$ cat src/rtl/spm_bus_pkg.sv
// Shared definitions for the 8-bit processor bus: destination codes used by
// both the source-side mux and the destination-side load demux, plus the
// load-unit FSM state encoding.
package spm_bus_pkg;

    localparam int SEL_W_DEF    = 3;
    localparam int NUM_DEST_DEF = 5;

    // Destination codes, identical to the bus mux select encoding
    localparam logic [SEL_W_DEF-1:0] SEL_R0 = 3'd0;
    localparam logic [SEL_W_DEF-1:0] SEL_R1 = 3'd1;
    localparam logic [SEL_W_DEF-1:0] SEL_R2 = 3'd2;
    localparam logic [SEL_W_DEF-1:0] SEL_R3 = 3'd3;
    localparam logic [SEL_W_DEF-1:0] SEL_PC = 3'd4;

    // Load-unit FSM states
    typedef enum logic [1:0] {
        ST_IDLE   = 2'd0,
        ST_COMMIT = 2'd1,
        ST_ERR    = 2'd2
    } state_t;

endpackage

$ cat src/rtl/bus_load_demux_dest_reg.sv
// One destination register: synchronous reset, parallel load and +1
// increment. A load in the same cycle as an increment wins.
module dest_reg #(
    parameter int WIDTH = 8
) (
    input  logic             clk,
    input  logic             rst,
    input  logic [WIDTH-1:0] d,
    input  logic             load_en,
    input  logic             inc_en,
    output logic [WIDTH-1:0] q
);

    logic [WIDTH-1:0] q_r;

    // Register update: reset, then load, then increment, else hold
    always_ff @(posedge clk) begin
        if (rst) begin
            q_r <= {WIDTH{1'b0}};
        end else if (load_en) begin
            q_r <= d;
        end else if (inc_en) begin
            q_r <= q_r + {{(WIDTH-1){1'b0}}, 1'b1};
        end else begin
            q_r <= q_r;
        end
    end

    assign q = q_r;

endmodule

$ cat src/rtl/bus_load_demux.sv
// Destination end of the processor bus. A word/select pair is accepted with
// a valid/ready handshake, held in capture registers, and written into the
// selected destination register one cycle later. Illegal selects produce a
// one-cycle sel_err pulse instead of a write. The PC destination also
// supports increment.
module bus_load_demux
    import spm_bus_pkg::*;
#(
    parameter int WIDTH    = 8,
    parameter int NUM_DEST = NUM_DEST_DEF,
    parameter int SEL_W    = SEL_W_DEF,
    parameter int PC_IDX   = int'(SEL_PC)
) (
    input  logic             clk,
    input  logic             rst,
    input  logic [WIDTH-1:0] bus_in,
    input  logic [SEL_W-1:0] sel,
    input  logic             load_valid,
    output logic             load_ready,
    input  logic             inc_pc,
    output logic [WIDTH-1:0] out0,
    output logic [WIDTH-1:0] out1,
    output logic [WIDTH-1:0] out2,
    output logic [WIDTH-1:0] out3,
    output logic [WIDTH-1:0] out4,
    output logic             sel_err,
    output logic [7:0]       load_count
);

    // True when the code addresses an existing destination
    function automatic logic sel_is_legal(input logic [SEL_W-1:0] s);
        return ({1'b0, s} < (SEL_W+1)'(NUM_DEST));
    endfunction

    state_t                state_r;
    state_t                state_s;
    logic                  ready_r;
    logic                  sel_err_r;
    logic [7:0]            load_count_r;
    logic [WIDTH-1:0]      cap_data_r;
    logic [SEL_W-1:0]      cap_sel_r;
    logic                  accept_s;
    logic [NUM_DEST-1:0]   load_en_s;
    logic [WIDTH-1:0]      dest_q_s [NUM_DEST];

    // ready_r is only ever high in IDLE, so it alone qualifies an accept
    assign accept_s = load_valid & ready_r;

    // Next-state logic: IDLE waits for an accept, COMMIT and ERR last one cycle
    always_comb begin
        state_s = state_r;
        case (state_r)
            ST_IDLE: begin
                if (accept_s) begin
                    if (sel_is_legal(sel)) begin
                        state_s = ST_COMMIT;
                    end else begin
                        state_s = ST_ERR;
                    end
                end else begin
                    state_s = ST_IDLE;
                end
            end
            ST_COMMIT: state_s = ST_IDLE;
            ST_ERR:    state_s = ST_IDLE;
            default:   state_s = ST_IDLE;
        endcase
    end

    // State register with registered ready / error flags derived from the next state
    always_ff @(posedge clk) begin
        if (rst) begin
            state_r   <= ST_IDLE;
            ready_r   <= 1'b0;
            sel_err_r <= 1'b0;
        end else begin
            state_r   <= state_s;
            ready_r   <= (state_s == ST_IDLE);
            sel_err_r <= (state_s == ST_ERR);
        end
    end

    // Capture the bus word and select only at the accept edge
    always_ff @(posedge clk) begin
        if (rst) begin
            cap_data_r <= {WIDTH{1'b0}};
            cap_sel_r  <= {SEL_W{1'b0}};
        end else if (accept_s) begin
            cap_data_r <= bus_in;
            cap_sel_r  <= sel;
        end else begin
            cap_data_r <= cap_data_r;
            cap_sel_r  <= cap_sel_r;
        end
    end

    // Count committed loads; wraps naturally at 8 bits
    always_ff @(posedge clk) begin
        if (rst) begin
            load_count_r <= 8'd0;
        end else if (state_r == ST_COMMIT) begin
            load_count_r <= load_count_r + 8'd1;
        end else begin
            load_count_r <= load_count_r;
        end
    end

    // Select decoder: one-hot write enable during COMMIT only
    always_comb begin
        load_en_s = {NUM_DEST{1'b0}};
        if (state_r == ST_COMMIT) begin
            for (int i = 0; i < NUM_DEST; i++) begin
                if (cap_sel_r == SEL_W'(i)) begin
                    load_en_s[i] = 1'b1;
                end else begin
                    load_en_s[i] = 1'b0;
                end
            end
        end else begin
            load_en_s = {NUM_DEST{1'b0}};
        end
    end

    for (genvar g = 0; g < NUM_DEST; g++) begin : g_dest
        dest_reg #(
            .WIDTH (WIDTH)
        ) u_dest_reg (
            .clk     (clk),
            .rst     (rst),
            .d       (cap_data_r),
            .load_en (load_en_s[g]),
            .inc_en  ((g == PC_IDX) ? inc_pc : 1'b0),
            .q       (dest_q_s[g])
        );
    end

    assign load_ready = ready_r;
    assign sel_err    = sel_err_r;
    assign load_count = load_count_r;
    assign out0       = dest_q_s[0];
    assign out1       = dest_q_s[1];
    assign out2       = dest_q_s[2];
    assign out3       = dest_q_s[3];
    assign out4       = dest_q_s[4];

endmodule
$ cat config.mk
export PLATFORM = sky130hd
export DESIGN_NAME = bus_load_demux
export DESIGN_NICKNAME = d
export VERILOG_FILES = /design/src/rtl/spm_bus_pkg.sv /design/src/rtl/bus_load_demux_dest_reg.sv /design/src/rtl/bus_load_demux.sv
export SDC_FILE = /design/constraint.sdc
export NUM_CORES = 1
export LEC_CHECK = 0
export ABC_AREA = 1
export CELL_PAD_IN_SITES_DETAIL_PLACEMENT = 0
export CELL_PAD_IN_SITES_GLOBAL_PLACEMENT = 2
export CORE_MARGIN = 2
export CORE_UTILIZATION = 27
export DETAILED_ROUTE_END_ITERATION = 12
export HOLD_SLACK_MARGIN = 0.03
export PLACE_DENSITY = 0.83
export SLEW_MARGIN = 15
export SYNTH_ARGS = -nofsm -noshare
export SYNTH_HDL_FRONTEND = slang
export SYNTH_SLANG_ARGS = --single-unit
$ cat constraint.sdc
create_clock -name clk -period 1.6 [get_ports clk]
set_input_delay 0.32 -clock clk [delete_from_list [all_inputs] [get_ports clk]]
set_output_delay 0.32 -clock clk [all_outputs]
set_load 0.02 [all_outputs]
; Word-level counts from Yosys, hierarchy flattened
; Cells that the tools add are included.
[totals]
regBits = 63
inputBits = 15
out_inout_bits = 50
wordCells = 36
[op_classes]
addsub = 2
n_lt_le_gt_ge = 1
n_eq_ne = 6
mux = 11
n_bitwise = 1
reduce_logical = 4
[op_table]
columns = operator, count
row1 = "adder 8 x 1 -> 8 bit, second input constant", 2
row2 = 2-to-1 mux 8 bit, 2
row3 = "== test 3 x 2 -> 1 bit, second input constant", 2
row4 = 2-to-1 mux 2 bit, 3
row5 = 2-to-1 mux 1 bit, 5
row6 = 2-to-1 mux 5 bit, 1
row7 = zero test 2 bit, 2
row8 = "== test 3 x 1 -> 1 bit, second input constant", 1
row9 = "== test 3 bit, second input constant", 1
row10 = zero test 3 bit, 1
row11 = "< comparator 3 bit, second input constant", 1
row12 = "== test 2 x 1 -> 1 bit, second input constant", 1
row13 = "== test 2 bit, second input constant", 1
row14 = nonzero test 2 bit, 1
row15 = bitwise AND 1 bit, 1

; Depth between registers and ports, before layout
[depth]
ltp_word = 5
mapped_depth = 8
mapped_depth_nobuf = 8

; By module
; A second synthesis with hierarchy kept.
[unflattened]
hier_cells = 471
area_unflattened_um2 = 3354.5
[by_module_without_submodules]
columns = module, instances, cells_per_inst, area_per_inst_um2, seq_area_each_um2
row1 = dest_reg, 5, 70, 489.2, 160.2
row2 = bus_load_demux, 1, 121, 908.4, 460.4

; Worst setup path after synthesis
; OpenSTA, ideal clock, no wires.
[synth_path]
path_kind = reg-to-reg
startpoint = register g_dest[4].u_dest_reg.q_r[0]
endpoint = register g_dest[4].u_dest_reg.q_r[6]
setup_ns = 0.128
t_arrival_ns = 1.158
required_ns = 1.472
setup_slack_ns = 0.314
stages_incl_launch_ff = 9
path_buffers = 0
period_less_slack_ns = 1.286
cell_sequence = dfxtp_1 > ha_1 > nand2_1 > nor2_1 > nand3_1 > nand2_1 > nor2_1 > nor2_1 > nor2_1
[synth_via]
elab_chain_len = 3
[synth_rtl]
columns = item, line
row1 = from (decl), bus_load_demux_dest_reg.sv:14  ; logic [WIDTH-1:0] q_r;
row2 = from (signal assigned), bus_load_demux_dest_reg.sv:19  ; q_r <= {WIDTH{1'b0}};
row3 = from (signal assigned), bus_load_demux_dest_reg.sv:23  ; q_r <= q_r + {{(WIDTH-1){1'b0}}, 1'b1};
row4 = from (signal assigned), bus_load_demux_dest_reg.sv:25  ; q_r <= q_r;
row5 = adder 8 x 1 -> 8 bit, bus_load_demux_dest_reg.sv:23
row6 = 2-to-1 mux 8 bit, bus_load_demux_dest_reg.sv:22  ; end else if (inc_en) begin
row7 = 2-to-1 mux 8 bit, bus_load_demux_dest_reg.sv:20  ; end else if (load_en) begin
; Every way passes these cells. The select of a mux whose other input is x is not followed.
; A chain may end at the register's enable or synchronous reset.

; Worst setup path in the final report
[layout_path]
startpoint = register g_dest[4].u_dest_reg.q_r[0]
endpoint = output port out4[0]
[layout_rtl]
columns = item, line
row1 = to (decl), bus_load_demux.sv:25  ; output logic [WIDTH-1:0] out4,
; No word-level cell between the ends.

==> results_dict.tcl <==
set metrics [dict create \
    status "completed" \
    crit_type "flop to primary output" \
    synthCells 352 \
    grt_max_degree 24 \
    antenna_left 0 \
    cts.sink_count 63 \
    drtPass1Iterations 4 \
    h-tree-depth 3 \
    routabilityCongestion 0.794 \
    grt_setup_unrepaired "false" \
    cp_top_family "flip-flops" \
    total_leakage_power_nw 1.63 \
    synth_sequential_area_ratio_pct 47.3 \
    crit_fanout 5 \
    routed-via-count 2472 \
    worst_hold_path.num_cells 2 \
    slew_viol_final 0 \
    synth_top_flop_cell "dfxtp_1" \
    final_area_mm2 0.00367 \
    post_synth_main_area_contributors "dfxtp_1 47%, nand2_1 7.7%, a21oi_1 7.5%" \
    grtUsageMet1_pct 19.2 \
    post_dp_cell_area_mm2 0.00351 \
    hold_path_class "flop to flop" \
    route.detailed.drc 0 \
    max-cap-violations 0 \
    grt_antenna_before_repair 0 \
    initial_core_util_pct 27.5 \
    crit_slowest_cell "dfxtp_1" \
    power_density_mw_per_mm2 946 \
    port_buffers 64 \
    maxSlewHeadroom_pct 73.3 \
    drt-initial-drc-count 69 \
    post-synth-top-area-cell "dfxtp_1" \
    area_growth_pct 37.7 \
    wl_per_instance_um 12.6 \
    crit_chain "dlygate4sd2_1" \
    synth_register_bits 63 \
    yosys.area.top_type_share_pct 47.3 \
    ioPinCount 65 \
    hold_viol 0 \
    cp.depth 1 \
    clk_root_buffer_cell "clkbuf_8" \
    mean_instance_size_in_the_synthesized_netlist_um2 7.57 \
    setup-violations-final 0 \
    fp.coreArea_mm2 0.00968 \
    cts_inserted_buffers 9 \
    nFillCells 1042 \
    top_usage_layer "met2" \
    timing.fmax_mhz 691 \
    dp_slack_ps 138 \
    cts.clk_slew.worst_paths_ps 80 \
    worst_r2r_path_depth 5 \
    net_total_in_the_final_layout 445 \
    detail_route.wirelength_um 7150 \
    post_layout_minimum_cycle_time_ps 1450 \
    path_buf_inv 1 \
    worstSetupEndpointType "primary output" \
    hpwl_um 5130 \
    crit_path_max_incr_delay_ps 420 \
    worst-slew-pin-transition_ps 399 \
    ys_top_cells_by_count "63 x dfxtp_1, 55 x nand2_1, 44 x nor2_1" \
    required_ps 1280 \
    grt_pass1_wl_um 11500 \
    synthArstFlopShare_pct 0 \
    antenna_cells 0 \
    fin_crit_sh_pct 90.5 \
    netlist_area_mm2 0.00267 \
    cts.path.max_buffers 2 \
    avgViaCountPerCell 4.37 \
    synth_edf_count 0 \
    yosysWarnings 0 \
    row_count 36 \
    worstSkewPairLatency_ps 350 \
    cts_tree "done" \
    post-route-worst-setup-slack_ps 153 \
    first_global_vias 2325 \
    syn-num-nets 369 \
    crit_start "g_dest[4].u_dest_reg.q[0]" \
    drive_above_1_share_pct 9.47 \
    tns_ps 0 \
    post-synth-top-count-cell "dfxtp_1" \
    met2_grt_util_pct 22.1 \
    worst_vdd_rail_ir_drop_v 0.000441 \
    clock_skew_ps 11.2 \
    grt-ovfl-total 0 \
    hold_path_origin "g_dest[2].u_dest_reg.q[5]" \
    die_height_um 103 \
    crit_path_start_kind "flop" \
    worst_ep_arrival_time_ps 1130 \
    cts_post_setup_buffers_inserted 0 \
    grtUsageMet3_pct 2.69 \
    synth.distinct_cells 26 \
    gr-usage-all-layers_pct 14.4 \
    die_x_extent_um 103 \
    design.die.area_mm2 0.0107 \
    worst_reg2reg_path_startpoint "cap_sel_r[2]" \
]
cell families after synthesis:
family                     Yosys count  share of synthesized area [%]
DFF                                 63                           47.3
buffers and inverters               54                           9.01
and+or+nand+nor                    156                           27.7
xor gates and xnor gates             2                          0.657
AOI/OAI and AO/OA                   75                           14.3
adders and majority gates            2                          0.939
cell usage in the layout (no fill, tap or decap), types with 3 or more instances in the layout:
cell | synthesis | layout
buf_4 | 1 | 14
nand3_2 | 3 | 3
nor2_1 | 44 | 44
dlygate4sd2_1 | 0 | 49
nor2_4 | 4 | 4
nor3_1 | 3 | 3
clkbuf_8 | 0 | 9
clkinvlp_4 | 0 | 3
o21ai_0 | 28 | 27
a21oi_1 | 40 | 40
nand3_1 | 35 | 35
nand4_1 | 8 | 8
nand2_1 | 55 | 55
inv_1 | 38 | 38
dfxtp_1 | 63 | 63
clkdlybuf4s50_1 | 0 | 14
o21ai_1 | 4 | 5
final cells by class:
cell class	count	area, um2	share of cell area, %
tap	133	166	4.54
multi-input combinational	235	1160	31.7
clock inverter	7	96.3	2.63
sequential	63	1260	34.4
inverter	40	150	4.09
clock buffer	9	124	3.38
timing repair buffer	79	707	19.3
power breakdown:
part           internal [W]  switching [W]
clock network      0.000878       0.000669
registers           0.00160      0.0000617
logic              0.000112       0.000148
total               0.00259       0.000878
metrics by stage:
step	util (%)	power, W	hold WS (ps)	cells
5_1_grt	37.9	0.00362	468	566
3_5_place_dp	36.2	0.00197	440	550
6_report	37.9	0.00347	445	566
3_3_place_gp	36.2	0.00197	438	550
4_1_cts	37.9	0.00351	449	566
2_1_floorplan	-	0.00183	389	352
flip-flops by register name, summed over array words and instances (netlist names):
signal / count
state_r: 2
g_dest.u_dest_reg.q: 40
cap_sel_r: 3
load_ready: 1
sel_err: 1
cap_data_r: 8
load_count: 8
repair_timing:
action	CTS	global route
hold buffers	0	0
resized for setup	49	2
cloned	0	0
endpoints found under the setup margin	49	2
path summary, 6_finish.rpt:
| path | end | slack [ps] |
|---|---|---|
| min reg2reg | g_dest[2].u_dest_reg.q[5] | 440 |
| min | g_dest[2].u_dest_reg.q[5] | 440 |
| max | out4[0] | 150 |
| max reg2reg | g_dest[4].u_dest_reg.q[3] | 190 |
metal layers:
layer	routed length (um)	part of all wire [%]
met4	187	2.6
met5	0	0
met2	3240	45
met3	238	3.3
met1	3480	49
(Power assumes the default switching activity.)
